<file path="config.mk">
export PLATFORM = sky130hd
export DESIGN_NAME = mem_model_param_flat
export DESIGN_NICKNAME = d
export VERILOG_FILES = /design/src/rtl/mem_model_param_if.sv /design/src/rtl/mem_model_param.sv /design/src/flat_wrapper.sv
export SDC_FILE = /design/constraint.sdc
export NUM_CORES = 1
export LEC_CHECK = 0
export CORE_MARGIN = 5
export CORE_UTILIZATION = 35
export CTS_CLUSTER_DIAMETER = 40
export DETAILED_ROUTE_END_ITERATION = 8
export REMOVE_ABC_BUFFERS = 1
export SYNTH_ARGS = -nofsm -noshare
export SYNTH_HDL_FRONTEND = slang
export SYNTH_SLANG_ARGS = --single-unit
</file>
<file path="constraint.sdc">
create_clock -name clk -period 2.8 [get_ports clk]
set_clock_uncertainty 0.2 [all_clocks]
set_input_delay 0.28 -clock clk [delete_from_list [all_inputs] [get_ports clk]]
set_output_delay 0.28 -clock clk [all_outputs]
set_load 0.05 [all_outputs]
</file>
<file path="src/rtl/mem_model_param_if.sv">
// Request/response bus for mem_model_param: valid/ready request channel,
// unthrottled pipelined response channel and the init-sweep busy flag.
interface mem_model_param_if #(
  parameter int unsigned DATA_W = 32,
  parameter int unsigned ADDR_W = 5
) ();

  logic                  req_valid;
  logic                  req_ready;
  logic                  req_wr;
  logic [ADDR_W-1:0]     req_addr;
  logic [DATA_W-1:0]     req_wdata;
  logic [DATA_W/8-1:0]   req_be;
  logic                  rsp_valid;
  logic [DATA_W-1:0]     rsp_rdata;
  logic                  rsp_err;
  logic                  busy;

  modport master (
    output req_valid, req_wr, req_addr, req_wdata, req_be,
    input  req_ready, rsp_valid, rsp_rdata, rsp_err, busy
  );

  modport slave (
    input  req_valid, req_wr, req_addr, req_wdata, req_be,
    output req_ready, rsp_valid, rsp_rdata, rsp_err, busy
  );

endinterface

</file>
<file path="src/rtl/mem_model_param.sv">
// Parametrised single-port synchronous memory with byte-enable writes, an
// out-of-range error flag, optional zeroing sweep after reset and a fixed-latency response pipe.
module mem_model_param #(
  parameter int unsigned DATA_W     = 32,
  parameter int unsigned ADDR_W     = 5,
  parameter int unsigned DEPTH      = 20,
  parameter int unsigned RD_LAT     = 2,
  parameter int unsigned CLR_ON_RST = 1
) (
  input  logic             clk,
  input  logic             rst,
  mem_model_param_if.slave bus
);

  localparam int unsigned      BE_W     = DATA_W / 8;
  localparam int unsigned      CNT_W    = (DEPTH > 1) ? $clog2(DEPTH) : 1;
  localparam logic [ADDR_W:0]  DEPTH_A  = (ADDR_W + 1)'(DEPTH);
  localparam logic [CNT_W-1:0] LAST_IDX = CNT_W'(DEPTH - 1);

  typedef enum logic [0:0] {StInit, StIdle} state_e;

  state_e            state_q, state_d;
  logic [CNT_W-1:0]  clr_cnt_q, clr_cnt_d;
  logic [DATA_W-1:0] mem_q [DEPTH];

  logic              accept;
  logic              in_range;
  logic              clr_we;
  logic              wr_we;
  logic [CNT_W-1:0]  word_idx;
  logic [DATA_W-1:0] rd_word;

  logic [RD_LAT-1:0] pipe_vld_q;
  logic [RD_LAT-1:0] pipe_err_q;
  logic [DATA_W-1:0] pipe_data_q [RD_LAT];

  // Gating with rst keeps the block closed for the whole time reset is held.
  assign bus.req_ready = (state_q == StIdle) && !rst;
  assign bus.busy      = (state_q == StInit);

  assign accept   = bus.req_valid && bus.req_ready;
  assign in_range = {1'b0, bus.req_addr} < DEPTH_A;
  assign word_idx = bus.req_addr[CNT_W-1:0];
  assign clr_we   = (state_q == StInit) && !rst;
  assign wr_we    = accept && bus.req_wr && in_range;
  assign rd_word  = in_range ? mem_q[word_idx] : '0;

  always_comb begin
    state_d   = state_q;
    clr_cnt_d = clr_cnt_q;
    unique case (state_q)
      StInit: begin
        clr_cnt_d = clr_cnt_q + CNT_W'(1);
        if (clr_cnt_q == LAST_IDX) begin
          state_d   = StIdle;
          clr_cnt_d = '0;
        end
      end
      StIdle:  state_d = StIdle;
      default: state_d = StIdle;
    endcase
  end

  always_ff @(posedge clk) begin
    if (rst) begin
      state_q   <= (CLR_ON_RST != 0) ? StInit : StIdle;
      clr_cnt_q <= '0;
    end else begin
      state_q   <= state_d;
      clr_cnt_q <= clr_cnt_d;
    end
  end

  // Storage has no reset: contents survive reset unless the sweep clears them.
  always_ff @(posedge clk) begin
    if (clr_we) begin
      mem_q[clr_cnt_q] <= '0;
    end else if (wr_we) begin
      for (int unsigned i = 0; i < BE_W; i++) begin
        if (bus.req_be[i]) begin
          mem_q[word_idx][8*i +: 8] <= bus.req_wdata[8*i +: 8];
        end
      end
    end
  end

  always_ff @(posedge clk) begin
    if (rst) begin
      pipe_vld_q <= '0;
      pipe_err_q <= '0;
      for (int unsigned i = 0; i < RD_LAT; i++) begin
        pipe_data_q[i] <= '0;
      end
    end else begin
      pipe_vld_q[0]  <= accept;
      pipe_err_q[0]  <= accept && !in_range;
      pipe_data_q[0] <= (accept && !bus.req_wr) ? rd_word : '0;
      for (int unsigned i = 1; i < RD_LAT; i++) begin
        pipe_vld_q[i]  <= pipe_vld_q[i-1];
        pipe_err_q[i]  <= pipe_err_q[i-1];
        pipe_data_q[i] <= pipe_data_q[i-1];
      end
    end
  end

  assign bus.rsp_valid = pipe_vld_q[RD_LAT-1];
  assign bus.rsp_err   = pipe_err_q[RD_LAT-1];
  assign bus.rsp_rdata = pipe_data_q[RD_LAT-1];

endmodule
</file>
<file path="src/flat_wrapper.sv">
// flat-port wrapper written by rule: the top's interface ports become plain ports
module mem_model_param_flat 
#(
  parameter int unsigned DATA_W     = 32,
  parameter int unsigned ADDR_W     = 5,
  parameter int unsigned DEPTH      = 20,
  parameter int unsigned RD_LAT     = 2,
  parameter int unsigned CLR_ON_RST = 1
)
  (clk, rst, bus_req_valid, bus_req_wr, bus_req_addr, bus_req_wdata, bus_req_be, bus_req_ready, bus_rsp_valid, bus_rsp_rdata, bus_rsp_err, bus_busy);
  mem_model_param_if #(.DATA_W(DATA_W), .ADDR_W(ADDR_W)) bus_i ();
  input  logic clk;
  input  logic rst;
  input wire logic [$bits(bus_i.req_valid)-1:0] bus_req_valid;
  input wire logic [$bits(bus_i.req_wr)-1:0] bus_req_wr;
  input wire logic [$bits(bus_i.req_addr)-1:0] bus_req_addr;
  input wire logic [$bits(bus_i.req_wdata)-1:0] bus_req_wdata;
  input wire logic [$bits(bus_i.req_be)-1:0] bus_req_be;
  output wire logic [$bits(bus_i.req_ready)-1:0] bus_req_ready;
  output wire logic [$bits(bus_i.rsp_valid)-1:0] bus_rsp_valid;
  output wire logic [$bits(bus_i.rsp_rdata)-1:0] bus_rsp_rdata;
  output wire logic [$bits(bus_i.rsp_err)-1:0] bus_rsp_err;
  output wire logic [$bits(bus_i.busy)-1:0] bus_busy;
  assign bus_i.req_valid = bus_req_valid;
  assign bus_i.req_wr = bus_req_wr;
  assign bus_i.req_addr = bus_req_addr;
  assign bus_i.req_wdata = bus_req_wdata;
  assign bus_i.req_be = bus_req_be;
  assign bus_req_ready = bus_i.req_ready;
  assign bus_rsp_valid = bus_i.rsp_valid;
  assign bus_rsp_rdata = bus_i.rsp_rdata;
  assign bus_rsp_err = bus_i.rsp_err;
  assign bus_busy = bus_i.busy;
  mem_model_param #(.DATA_W(DATA_W), .ADDR_W(ADDR_W), .DEPTH(DEPTH), .RD_LAT(RD_LAT), .CLR_ON_RST(CLR_ON_RST)) u_core (.clk(clk), .rst(rst), .bus(bus_i));
endmodule
</file>
### Word level (Yosys, flattened, before mapping)

Memory sizes are Yosys's and may differ from the RTL's.
Index checks and enable logic that the tools add are counted.

* flip-flop bits (word level): 10
* bits in latches: 0
* memory bits (writable): 704
* bits in read-only memories: 0
* bits of input ports: 45
* output and inout bits: 36
* word-level logic and storage cells: 54
* memories kept: 2

* $add $sub $neg: 1
* multiply operators: 0
* divide/modulo/power cells: 0
* $lt $le $gt $ge: 1
* eq/ne operators: 1
* shift-type cells: 0
* multiplexer cells: 31
* bitwise logic cells: 3
* reduce and logical (&&, ||, !) cells: 11

Memories
* u_core.mem_q: words 20, bits a word 32, read ports 1, clocked after memory_dff 0, wr ports 1, RTL line mem_model_param.sv:24 `logic [DATA_W-1:0] mem_q [DEPTH];`
* u_core.pipe_data_q: words 2, bits a word 32, read ports 2, clocked after memory_dff 0, wr ports 2, RTL line mem_model_param.sv:35 `logic [DATA_W-1:0] pipe_data_q [RD_LAT];`

Operator list (count)
* 32-bit 2-to-1 mux: 5
* 32-bit OR reduction: 1
* 1-bit 2-to-1 mux: 22
* 5-bit 2-to-1 mux: 2
* 1-bit logical AND: 7
* 5-bit by 1-bit adder with 5-bit output (second input constant): 1
* 5-bit equality test (second input constant): 1
* 5-bit < comparator (second input constant): 1
* 4-bit 2-to-1 mux: 1
* 1-bit logical NOT: 3
* 1-bit bitwise OR: 2
* 1-bit case mux with 2 select lines: 1
* 1-bit NOT: 1

### Longest topological paths before layout

Gate-level depths: netlist of the first run.

* depth after elaboration: 10
* depth in mapped cells: 9
* depth with buffers taken out: 5

### Worst setup path after synthesis of the first run

No wires, ideal clock.

* kind: input to register
* from: in bus_req_be[2]
* to: mem u_core.mem_q[7][24] (enable)
* setup time: 383 ps
* arrival: 2219 ps
* data required time: 2217 ps
* path slack: -3 ps
* cell stages on the path: 5
* path buffers: 1
* cell sequence: or4_4 > nand4_4 > mux2_2 > buf_2 > nor3_1

* word-level cells in the longest chain between the ends: 6
* elaborated cells between the ends (all ways): 7

Ends and longest elaborated chain
* start: declaration: RTL line flat_wrapper.sv:18 `input wire logic [$bits(bus_i.req_be)-1:0] bus_req_be;`
* 1-bit 2-to-1 mux (*): RTL line mem_model_param.sv:80 `if (bus.req_be[i]) begin`
* 1-bit 2-to-1 mux (*): RTL line mem_model_param.sv:78 `end else if (wr_we) begin`
* 1-bit 2-to-1 mux (*): RTL line mem_model_param.sv:76 `if (clr_we) begin`
* 1-bit 2-to-1 mux (implied by the code) (*): RTL line mem_model_param.sv:81 `mem_q[word_idx][8*i +: 8] <= bus.req_wdata[8*i +: 8];`
* 32-bit OR reduction (no source line) (*)
* 5-bit 2-to-1 mux (no source line) / 4-bit 2-to-1 mux (equally long branches)
* end: declaration: RTL line mem_model_param.sv:24

Mark *: on every way between the ends. The rest lies on a longest branch, timed or not.

### Final worst setup path of the first run

* from: reg u_core.state_q
* to: mem u_core.mem_q[9][1] (enable)

* word-level cells in the longest chain between the ends: 9
* elaborated cells between the ends (all ways): 23

Ends and longest elaborated chain
* start: declaration: RTL line mem_model_param.sv:22 `state_e state_q, state_d;`
* start signal: assignment: RTL line mem_model_param.sv:66 `state_q <= (CLR_ON_RST != 0) ? StInit : StIdle;`
* start signal: assignment: RTL line mem_model_param.sv:69 `state_q <= state_d;`
* 1-bit logical AND: RTL line mem_model_param.sv:38 `assign bus.req_ready = (state_q == StIdle) && !rst;`
* 1-bit logical AND: RTL line mem_model_param.sv:41 `assign accept = bus.req_valid && bus.req_ready;`
* 1-bit logical AND (2 in series): RTL line mem_model_param.sv:45 `assign wr_we = accept && bus.req_wr && in_range;`
* 1-bit 2-to-1 mux: RTL line mem_model_param.sv:78
* 1-bit 2-to-1 mux: RTL line mem_model_param.sv:76
* 1-bit 2-to-1 mux (implied by the code): RTL line mem_model_param.sv:81
* 32-bit OR reduction (no source line)
* 5-bit 2-to-1 mux (no source line) / 4-bit 2-to-1 mux (equally long branches)

Parallel ways exist; a longest one is shown, timed or not.

==> results of run 1 <==
-- report_power, final --
part	internal, mW	switching (mW)
clock network	6.83	4.60
registers	11.5	0.0245
logic	0.430	0.576
-- final cells by class --
| class | instances | area, um^2 | area share |
|---|---|---|---|
| Timing Repair Buffer | 296 | 3050 | 0.08819 |
| Multi-Input combinational cell | 671 | 6361 | 0.1839 |
| Clock buffer | 104 | 2430 | 0.07025 |
| Inverter | 34 | 127.6 | 0.003689 |
| Tap cell | 1050 | 1314 | 0.03798 |
| Clock inverter | 62 | 605.6 | 0.01751 |
| Antenna cell | 1 | 2.502 | 0.00007234 |
| Sequential cell | 714 | 20700 | 0.5984 |
-- metrics by stage --
stage,util,cells,setup TNS [ps],worst slack [ps]
final,0.4371,2932,0,152.1
after global routing,0.4371,2931,0,4.974
after CTS,0.4370,2931,0,25.45
after detailed placement,0.3980,2761,-191150,-579.8
after global placement,0.3980,2761,-170840,-503.4
after floorplan,-,1419,-948610,-1331
-- logic make-up after synthesis --
group                    after synthesis  synth area share
AO/OA/AOI/OAI                        154           0.04218
multiplexers                         237            0.1288
adder cells (fa/ha/maj)                1         0.0004472
buffers and inverters                171           0.03377
AND/OR/NAND/NOR                      278           0.05444
flip-flops                           714            0.7400
XOR/XNOR                               1         0.0003132
-- what timing repair did --
| action | 4_1_cts | 5_1_grt |
|---|---|---|
| endpoints found under the setup margin | 16 | 16 |
| hold buffers | 4 | 0 |
| hold endpoints to repair | 8 | 0 |
| gates cloned | 0 | 0 |
| resized for setup | 2 | 2 |
-- how the worst min path moves through the flow --
stage                                     end  slack [ps]  cells after the start
detailed placement  u_core.pipe_data_q[0][59]         230                      1
floorplan                 u_core.clr_cnt_q[4]         150                      1
CTS                      u_core.pipe_vld_q[0]         0.7                      4
global placement    u_core.pipe_data_q[0][62]         230                      1
global route             u_core.pipe_vld_q[0]          40                      4
finish                   u_core.pipe_vld_q[0]          50                      4
-- state kept, by name, indices dropped and copies added, names as in the netlist --
name	count
u_core.mem_q	640
u_core.pipe_data_q	64
u_core.clr_cnt_q	5
u_core.pipe_err_q	2
u_core.pipe_vld_q	2
u_core.state_q	1
-- placed cells by master, fill, tap and decap left out, types with 13 or more instances in the layout --
| cell type | count |
|---|---|
| sky130_fd_sc_hd__edfxtp_1 | 640 |
| sky130_fd_sc_hd__nor3_1 | 60 |
| sky130_fd_sc_hd__clkdlybuf4s50_1 | 73 |
| sky130_fd_sc_hd__inv_1 | 34 |
| sky130_fd_sc_hd__and2_1 | 36 |
| sky130_fd_sc_hd__o22ai_1 | 33 |
| sky130_fd_sc_hd__buf_4 | 163 |
| sky130_fd_sc_hd__nor2b_1 | 44 |
| sky130_fd_sc_hd__a221oi_1 | 32 |
| sky130_fd_sc_hd__a2bb2oi_1 | 32 |
| sky130_fd_sc_hd__nor2_1 | 21 |
| sky130_fd_sc_hd__nor3_2 | 13 |
| sky130_fd_sc_hd__buf_12 | 51 |
| sky130_fd_sc_hd__dfxtp_1 | 74 |
| sky130_fd_sc_hd__mux2i_1 | 133 |
| sky130_fd_sc_hd__mux4_2 | 96 |
| sky130_fd_sc_hd__a211oi_1 | 33 |
| sky130_fd_sc_hd__inv_6 | 14 |
| sky130_fd_sc_hd__clkbuf_16 | 94 |
| sky130_fd_sc_hd__nand2_1 | 44 |
| sky130_fd_sc_hd__nand3_1 | 37 |
-- metal layers --
metal / global-route usage / up-vias / part of all wire
li1: - / 6681 / -
met1: 0.2080 / 7588 / 0.43
met2: 0.2563 / 492 / 0.49
met3: 0.02631 / 83 / 0.057
met4: 0.04583 / 0 / 0.019
met5: 0 / - / 0
-- worst max-delay path, cell delays in order, from the launching register on --
cell                      delay [ps]
sky130_fd_sc_hd__dfxtp_1         330
sky130_fd_sc_hd__nor2b_1         270
sky130_fd_sc_hd__nand4_4         220
sky130_fd_sc_hd__buf_4           200
sky130_fd_sc_hd__mux2i_2         180
sky130_fd_sc_hd__buf_4           230
sky130_fd_sc_hd__nor3_2          640
==> results.py, run 1 <==
metrics = {
    "global_routing": {
        "globalRoute.totalOverflow": 0,
        "grt_antenna_before_repair": 1,
        "grt_pass1_vias": 15475,
        "largest_net_degree_at_the_start_of_global_routing": 47,
        "grt_first_pass_wirelength_um": 99770,
        "grt_util_all_layers": 0.1535,
    },
    "setup_path": {
        "crit_path_end": "u_core.mem_q[9][1]",
        "worst_ep_arrival_time_ps": 2690,
        "setup.worst_path.start_class": "flip-flop",
        "worst_r2r_endpoint": "u_core.mem_q[9][1]",
        "crit_path_start": "u_core.state_q",
        "setup.worst_path.class": "flip-flop to flip-flop",
        "worst_r2r_path_depth": 6,
        "worstReg2RegStart": "u_core.state_q",
        "nature_of_the_critical_path_endpoint": "flip-flop",
        "worst-path-max-fanout": 8,
        "worst_ep_required_time_ps": 2840,
        "reg2reg_setup_slack_ps": 150,
    },
    "flow_run": {
        "cap_violations": 0,
    },
    "sta": {
        "timing_worst_slew_pin_value_ps": 876.2,
        "finalSetupViolCount": 0,
        "grt_setup_unrepaired": "no",
        "timing.final.crit_share": 0.9457,
        "slew_headroom": 0.4148,
        "clock.fmax_mhz": 377.7,
        "timing.final.crit_period_ps": 2648,
        "maxSlewViolCount": 0,
        "hold_violations": 0,
        "worst_hold_slack_ps": 46.40,
    },
    "yosys": {
        "yosys.area.top_type_share": 0.6871,
        "synth.largest_area_cell": "sky130_fd_sc_hd__edfxtp_1",
        "most_frequent_cells_after_synthesis": "sky130_fd_sc_hd__edfxtp_1, sky130_fd_sc_hd__mux2i_1, sky130_fd_sc_hd__mux4_2, sky130_fd_sc_hd__dfxtp_1, sky130_fd_sc_hd__nor3_1",
        "synth-async-reset-ratio": 0,
        "number_of_enable_type_register_cells_in_the_synthesized_netlist": 640,
        "synthDistinctLibCells": 51,
        "ys.flop_type": "sky130_fd_sc_hd__edfxtp_1",
        "syn-instance-count": 1556,
        "ys_top_cells_by_area": "sky130_fd_sc_hd__edfxtp_1, sky130_fd_sc_hd__mux4_2, sky130_fd_sc_hd__dfxtp_1",
        "summed_instance_area_of_the_synthesized_netlist_um2": 27970,
        "synth_seq_area_share": 0.7400,
        "synth-warning-count": 0,
        "flop_and_latch_count_out_of_synthesis": 714,
        "synthMostInstantiatedCell": "sky130_fd_sc_hd__edfxtp_1",
        "synth_area_per_inst_um2": 17.98,
    },
    "placement": {
        "finalWeightedCongestion": 0.7841,
        "detailed_place.area_um2": 31490,
        "numPortBuffers": 80,
        "detailed_place_hpwl_um": 42780,
    },
    "final_layout": {
        "finish.instance_area_um2": 34590,
        "nets": 1852,
        "filler_cell_count": 6854,
        "layout-drive-gt1-share": 0.2637,
        "area_growth_pct": 23.66,
    },
    "routing": {
        "routed-via-count": 14844,
        "drt_pre_antenna_iters": 5,
        "vias_per_cell": 5.063,
        "remaining_antenna_violation_count_after_routing": 0,
        "first_iter_violations": 1199,
        "routedWlPerCell_um": 22.77,
        "wirelength_um": 66750,
        "route.detailed.drc": 0,
    },
    "pwr": {
        "power_per_cell_area_nw_per_um2": 693.7,
        "power.total_mw": 23.99,
        "peakVddDrop_mv": 0.4078,
        "p_leak_nw": 12.70,
    },
    "cts": {
        "clockBufferDepth": 3,
        "cts_tree": "built",
        "clock_sinks": 714,
        "root_buffer": "sky130_fd_sc_hd__clkbuf_16",
        "cts_clock_pin_slew_for_the_worst_setup_and_hold_paths_ps": 60,
        "clock_insertion_delay_worst_skew_ps": 630,
        "postCtsSetupBuffers": 0,
        "cts-htree-levels": 3,
        "cts-buffers-inserted": 89,
    },
    "worst_hold_path": {
        "min-delay-path-class": "input port to flip-flop",
        "hp-start": "rst",
    },
    "run_status": {
        "run_status": "finished, final reports clean",
    },
    "floorplanning": {
        "design.core.area_um2": 79130,
        "dieArea_um2": 85670,
        "die-height_um": 292.7,
        "floorplan.die.width_um": 292.7,
        "placement_rows": 103,
        "top_level_ports": 81,
        "initial_utilization": 0.3535,
    },
}
No activity file was read; power rests on OpenSTA's default activity.
==> run 2, diff against run 1 <==
--- a/config.mk
+++ b/config.mk
@@ -5,7 +5,7 @@
 export SDC_FILE = /design/constraint.sdc
 export NUM_CORES = 1
 export LEC_CHECK = 0
-export CORE_MARGIN = 5
+export CORE_MARGIN = 10
 export CORE_UTILIZATION = 35
 export CTS_CLUSTER_DIAMETER = 40
 export DETAILED_ROUTE_END_ITERATION = 8
==> constraint.sdc (replaced) <==
create_clock -name clk -period 2.7 [get_ports clk]
set_clock_uncertainty 0.2 [all_clocks]
set_input_delay 0.27 -clock clk [delete_from_list [all_inputs] [get_ports clk]]
set_output_delay 0.27 -clock clk [all_outputs]
set_load 0.05 [all_outputs]
==> run 2 against run 1 <==
Core utilization up 0.071 points. Count of clock-buffer cells in the layout up 6. Critical endpoint is now u_core.mem_q[6][18]. Cell area up 0.16%. Largest cell class unchanged. Critical path type is now input port to flip-flop. Via count up 1.0%.
==> results.py, run 2 (synthesis gave the netlist of run 1 again) <==
metrics = {
    "run_status": {
        "run_status": "finished, final reports clean",
    },
    "final_layout": {
        "antenna-diode-count": 0,
        "mostFrequentLayoutCells": "sky130_fd_sc_hd__edfxtp_1, sky130_fd_sc_hd__buf_4, sky130_fd_sc_hd__mux2i_1",
        "area_growth_pct": 23.86,
        "nets": 1858,
        "finish.instance_area_um2": 34650,
        "final_core_utilization": 0.4379,
        "largest_reg_flops": 640,
        "layout-drive-gt1-share": 0.2659,
        "layout_top_registers": "u_core.mem_q (640), u_core.pipe_data_q (64), u_core.clr_cnt_q (5)",
        "largest_register": "u_core.mem_q",
        "filler_cell_count": 6824,
        "most_common_library_cell_in_the_layout_ignoring_fill_and_taps": "sky130_fd_sc_hd__edfxtp_1",
    },
    "pwr": {
        "power.total_mw": 25.00,
        "p_leak_nw": 12.75,
        "power_per_cell_area_nw_per_um2": 721.6,
        "peakVddDrop_mv": 0.4777,
    },
    "sta": {
        "timing.final.crit_share": 0.9919,
        "grt_setup_unrepaired": "yes",
        "clock.fmax_mhz": 373.4,
        "postLayoutSetupSlackWorst_ps": 21.78,
        "timing_worst_slew_pin_value_ps": 763.5,
        "timing.final.crit_period_ps": 2678,
        "slew_headroom": 0.4764,
        "hold_violations": 0,
        "finalSetupViolCount": 0,
        "maxSlewViolCount": 0,
    },
    "floorplanning": {
        "top_level_ports": 81,
        "floorplan.die.width_um": 302.7,
        "dieArea_um2": 91630,
        "die-height_um": 302.7,
        "initial_utilization": 0.3535,
        "placement_rows": 103,
        "design.core.area_um2": 79130,
    },
    "placement": {
        "detailed_place_hpwl_um": 43790,
        "numPortBuffers": 80,
        "detailed_place.area_um2": 31530,
        "finalWeightedCongestion": 0.8060,
        "place_ws_ps": -465.7,
    },
    "setup_path": {
        "worst_ep_arrival_time_ps": 2740,
        "worst_ep_required_time_ps": 2760,
        "setup.worst_path.class": "input port to flip-flop",
        "nature_of_the_critical_path_endpoint": "flip-flop",
        "critical_path.slowest_cell": "sky130_fd_sc_hd__nor2_1",
        "critical-path-max-stage-delay_ps": 630,
        "worst_path_cell_trace": "dlygate4sd3_1, buf_2, nor2b_1, buf_4, and4_2, a32oi_1, nor2_1",
        "worst-path-max-fanout": 8,
        "setup.worst_path.start_class": "input port",
    },
    "routing": {
        "remaining_antenna_violation_count_after_routing": 0,
        "routedWlPerCell_um": 22.67,
        "route.detailed.drc": 0,
        "first_iter_violations": 1356,
        "routed-via-count": 14993,
        "vias_per_cell": 5.096,
        "wirelength_um": 66690,
        "drt_pre_antenna_iters": 5,
    },
    "cts": {
        "root_buffer": "sky130_fd_sc_hd__clkbuf_16",
        "postCtsSetupBuffers": 0,
        "clock_insertion_delay_worst_skew_ps": 630,
        "cts-htree-levels": 3,
        "cts_tree": "built",
        "clock_sinks": 714,
        "cts_clock_pin_slew_for_the_worst_setup_and_hold_paths_ps": 50,
        "cts_repair_resize_count": 0,
        "cts-buffers-inserted": 93,
        "clockBufferDepth": 3,
    },
    "global_routing": {
        "grt_pass1_vias": 15699,
        "grt_util_all_layers": 0.1457,
        "grt_antenna_before_repair": 0,
        "largest_net_degree_at_the_start_of_global_routing": 40,
        "grt_first_pass_wirelength_um": 100700,
        "globalRoute.totalOverflow": 0,
    },
    "worst_hold_path": {
        "min-delay-path-class": "input port to flip-flop",
    },
    "flow_run": {
        "cap_violations": 0,
    },
}
run 2: cell count changes in the layout (fill, tap and decap cells not counted), sizes merged:
| cell | delta |
|---|---|
| inv | -3 |
| diode | -1 |
| buf | +5 |
| clkinvlp | +2 |
| clkinv | +6 |
| dlygate4sd3 | -3 |
| bufinv | -2 |
| clkbuf | +6 |
run 2: per-layer routing:
layer,track usage,share of wire,vias to the layer above
met2,0.2330,0.48,523
met3,0.02993,0.068,108
li1,-,-,6688
met4,0.05256,0.026,0
met5,0,0,-
met1,0.1950,0.43,7674
run 2: final cells by class:
cell class                      count  area (um^2)  area share
Clock buffer                      110         2516     0.07262
Multi-Input combinational cell    671         6341      0.1830
Inverter                           34        127.6    0.003683
Clock inverter                     65        590.6     0.01705
Tap cell                         1050         1314     0.03792
Timing Repair Buffer              298         3058     0.08826
Sequential cell                   714        20700      0.5975
run 2: path summary, 6_finish.rpt:
path / startpoint / endpoint / slack (ps) / cells after the start
worst max-delay path: rst / u_core.mem_q[6][18] / 20 / 7
worst min-delay path: bus_req_addr[3] / u_core.pipe_data_q[0][26] / 50 / 4
worst max register to register: u_core.state_q / u_core.mem_q[6][18] / 40 / 5
worst min register to register: u_core.pipe_data_q[0][26] / u_core.pipe_data_q[0][58] / 230 / 1
run 2: through the flow:
| stage | hold WS, ps | instances | TNS, ps |
|---|---|---|---|
| 4_1_cts | 29.21 | 2942 | 0 |
| 6_report | 46.90 | 2942 | 0 |
| 2_1_floorplan | 139.1 | 1419 | -1079810 |
| 3_5_place_dp | 222.7 | 2766 | -241730 |
| 3_3_place_gp | 224.2 | 2766 | -230950 |
| 5_1_grt | 51.75 | 2942 | -1725 |
run 2: power by group:
group | total [mW] | internal, mW | switching, mW
clock network | 12.0 | 7.11 | 4.86
registers | 12.0 | 12.0 | 0.0265
logic | 1.04 | 0.444 | 0.596
run 2: critical path, delay by kind of cell:
| family | cells | cell delay, ps |
|---|---|---|
| and+or+nand+nor | 3 | 1330 |
| buffers and inverters | 3 | 870 |
| AOI/OAI and AO/OA | 1 | 270 |
run 2: repair_timing:
action / in CTS / in global routing
endpoints found under the setup margin: 0 / 16
endpoints found under the hold margin: 6 / 0
hold buffers: 1 / 0
==> run 3, diff against run 2 <==
--- a/config.mk
+++ b/config.mk
@@ -5,10 +5,12 @@
 export SDC_FILE = /design/constraint.sdc
 export NUM_CORES = 1
 export LEC_CHECK = 0
+export ABC_AREA = 1
 export CORE_MARGIN = 10
-export CORE_UTILIZATION = 35
+export CORE_UTILIZATION = 40
 export CTS_CLUSTER_DIAMETER = 40
 export DETAILED_ROUTE_END_ITERATION = 8
+export PLACE_DENSITY = 0.59
 export REMOVE_ABC_BUFFERS = 1
 export SYNTH_ARGS = -nofsm -noshare
 export SYNTH_HDL_FRONTEND = slang
==> run 3 against run 2 <==
Combinational power increased by 15%. Clock power is 4% higher. First-iteration DRC count is 52% higher. Non-clock buffer count fell by 32. Largest power group is now clock. Total power up 2.8%. Cell area up 0.26%. Hold slack better by 140 ps. Via count is 25% higher. Synthesized area grew 0.85%. Critical endpoint is now u_core.mem_q[2][9].
==> results.py, run 3 <==
metrics = {
    "run_status": {
        "run_status": "finished, final reports clean",
    },
    "setup_path": {
        "worst_ep_required_time_ps": 2850,
        "setup.worst_path.start_class": "flip-flop",
        "setup.worst_path.class": "flip-flop to flip-flop",
        "worst-path-max-fanout": 13,
        "worst_ep_arrival_time_ps": 2730,
        "nature_of_the_critical_path_endpoint": "flip-flop",
    },
    "final_layout": {
        "most_common_library_cell_in_the_layout_ignoring_fill_and_taps": "sky130_fd_sc_hd__edfxtp_1",
        "antenna-diode-count": 0,
        "mostFrequentLayoutCells": "sky130_fd_sc_hd__edfxtp_1, sky130_fd_sc_hd__nor2_1, sky130_fd_sc_hd__o21ai_0",
        "largest_register": "u_core.mem_q",
        "stdcell_count": 3418,
        "layout_top_registers": "u_core.mem_q (640), u_core.pipe_data_q (64), u_core.clr_cnt_q (5)",
        "filler_cell_count": 5987,
        "finish.instance_area_um2": 34740,
        "layout-drive-gt1-share": 0.1764,
        "area_growth_pct": 23.13,
        "largest_reg_flops": 640,
        "nets": 2442,
        "final_core_utilization": 0.4960,
    },
    "floorplanning": {
        "initial_utilization": 0.4028,
        "top_level_ports": 81,
        "die-height_um": 285.6,
        "floorplan.die.width_um": 285.6,
        "dieArea_um2": 81550,
        "design.core.area_um2": 70030,
        "placement_rows": 97,
    },
    "yosys": {
        "most_frequent_cells_after_synthesis": "sky130_fd_sc_hd__edfxtp_1, sky130_fd_sc_hd__nor2_1, sky130_fd_sc_hd__o21ai_0, sky130_fd_sc_hd__nand2_1, sky130_fd_sc_hd__clkbuf_1",
        "synth-async-reset-ratio": 0,
        "synthDistinctLibCells": 31,
        "synth_seq_area_share": 0.7338,
        "synth.largest_area_cell": "sky130_fd_sc_hd__edfxtp_1",
        "summed_instance_area_of_the_synthesized_netlist_um2": 28210,
        "flop_and_latch_count_out_of_synthesis": 714,
        "synth_area_per_inst_um2": 12.67,
        "syn-instance-count": 2227,
        "synth-warning-count": 0,
        "yosys.area.top_type_share": 0.6812,
        "number_of_enable_type_register_cells_in_the_synthesized_netlist": 640,
        "ys.flop_type": "sky130_fd_sc_hd__edfxtp_1",
        "ys_top_cells_by_area": "sky130_fd_sc_hd__edfxtp_1, sky130_fd_sc_hd__o21ai_0, sky130_fd_sc_hd__dfxtp_1",
        "synthMostInstantiatedCell": "sky130_fd_sc_hd__edfxtp_1",
    },
    "sta": {
        "finalSetupViolCount": 0,
        "maxSlewViolCount": 0,
        "timing.final.crit_share": 0.9553,
        "hold_violations": 0,
        "grt_setup_unrepaired": "no",
        "clock.fmax_mhz": 387.7,
        "timing.final.crit_period_ps": 2579,
        "timing_worst_slew_pin_value_ps": 714.8,
        "slew_headroom": 0.5235,
    },
    "routing": {
        "route.detailed.drc": 0,
        "remaining_antenna_violation_count_after_routing": 0,
        "wirelength_um": 77760,
        "routed-via-count": 18792,
        "first_iter_violations": 2057,
        "routedWlPerCell_um": 22.75,
        "drt_pre_antenna_iters": 6,
        "vias_per_cell": 5.498,
    },
    "placement": {
        "detailed_place.area_um2": 31410,
        "place.detailed.instances": 3236,
        "detailed_place_hpwl_um": 48070,
        "finalWeightedCongestion": 0.8987,
        "numPortBuffers": 80,
    },
    "pwr": {
        "peakVddDrop_mv": 0.4162,
        "p_leak_nw": 10.81,
        "power_per_cell_area_nw_per_um2": 739.8,
    },
    "cts": {
        "clock_insertion_delay_worst_skew_ps": 640,
        "cts-htree-levels": 3,
        "clockBufferDepth": 3,
        "cts_clock_pin_slew_for_the_worst_setup_and_hold_paths_ps": 60,
        "postCtsSetupBuffers": 0,
        "cts_tree": "built",
        "cts-buffers-inserted": 96,
        "root_buffer": "sky130_fd_sc_hd__clkbuf_16",
        "clock_sinks": 714,
    },
    "global_routing": {
        "globalRoute.totalOverflow": 0,
        "grt_pass1_vias": 18905,
        "largest_net_degree_at_the_start_of_global_routing": 101,
        "grt_util_all_layers": 0.1876,
        "grt_first_pass_wirelength_um": 116300,
        "grt_antenna_before_repair": 1,
    },
    "flow_run": {
        "cap_violations": 0,
    },
    "worst_hold_path": {
        "min-delay-path-class": "input port to flip-flop",
    },
}
[run 3: cell type report]
class / instances / area (um^2) / area share
clock buffers: 107 / 2464 / 0.07092
clock inverters: 73 / 750.7 / 0.02161
inverters: 80 / 310.3 / 0.008933
multi-input cells: 1238 / 6367 / 0.1833
flip-flops and latches: 714 / 20700 / 0.5960
well taps: 940 / 1176 / 0.03386
repair buffers: 266 / 2967 / 0.08540
[run 3: metrics by stage]
| stage | total power, mW | TNS, ps | hold WS (ps) | setup WS, ps |
|---|---|---|---|---|
| global placement | 13.41 | -151410 | 190.3 | -374.9 |
| global route | 26.51 | 0 | 192.3 | 11.11 |
| CTS | 25.85 | 0 | 145.2 | 78.72 |
| floorplan | 12.77 | -1892790 | 139.1 | -3627 |
| finish | 25.70 | 0 | 184.2 | 120.8 |
| detailed placement | 13.42 | -174350 | 197.7 | -386.0 |
[run 3: repair_timing]
action                     in CTS  in global routing
hold endpoints to repair        4                  0
pin swaps                       1                  2
resized for setup               1                 20
hold buffers                    2                  0
setup endpoints to repair       8                391
[run 3: logic make-up after synthesis]
| group | count (synthesis) | synth area share |
|---|---|---|
| DFF | 714 | 0.7338 |
| buffers and inverters | 275 | 0.04346 |
| AOI/OAI and AO/OA | 550 | 0.1097 |
| and+or+nand+nor | 686 | 0.1123 |
| xor gates and xnor gates | 1 | 0.0003105 |
| adders and majority gates | 1 | 0.0004434 |
[run 3: path summary, 6_finish.rpt]
| kind | startpoint | to | slack (ps) | cells past startpoint |
|---|---|---|---|---|
| worst max register to register | u_core.state_q | u_core.mem_q[2][9] | 120 | 11 |
| worst min-delay path | bus_req_valid | u_core.pipe_vld_q[0] | 180 | 4 |
| worst min register to register | u_core.pipe_data_q[0][14] | u_core.pipe_data_q[0][46] | 200 | 2 |
| worst max-delay path | u_core.state_q | u_core.mem_q[2][9] | 120 | 11 |
[run 3: report_power, final]
group          internal, mW  switching (mW)  leakage [nW]
combinational         0.382           0.817          3.76
sequential             12.0          0.0341          5.50
clock                  7.56            4.91          1.55
total                  19.9            5.76          10.8
[run 3: routing by layer]
metal	part of all wire	wire (um)	GRT usage
met1	0.41	31960	0.2457
met2	0.47	36680	0.3010
met3	0.080	6229	0.03584
met4	0.037	2886	0.08291
met5	0	0	0
[run 3: worst max-delay path: stages (launching register included)]
cell and delay (ps):
sky130_fd_sc_hd__dfxtp_2 350, sky130_fd_sc_hd__nand4_1 240, sky130_fd_sc_hd__nor2_8 200, sky130_fd_sc_hd__o21ai_2 110, sky130_fd_sc_hd__nand2_1 100, sky130_fd_sc_hd__buf_6 140
sky130_fd_sc_hd__nand2_1 60, sky130_fd_sc_hd__nand2_1 100, sky130_fd_sc_hd__nand2_2 120, sky130_fd_sc_hd__buf_12 190, sky130_fd_sc_hd__nor3_2 240, sky130_fd_sc_hd__buf_4 210
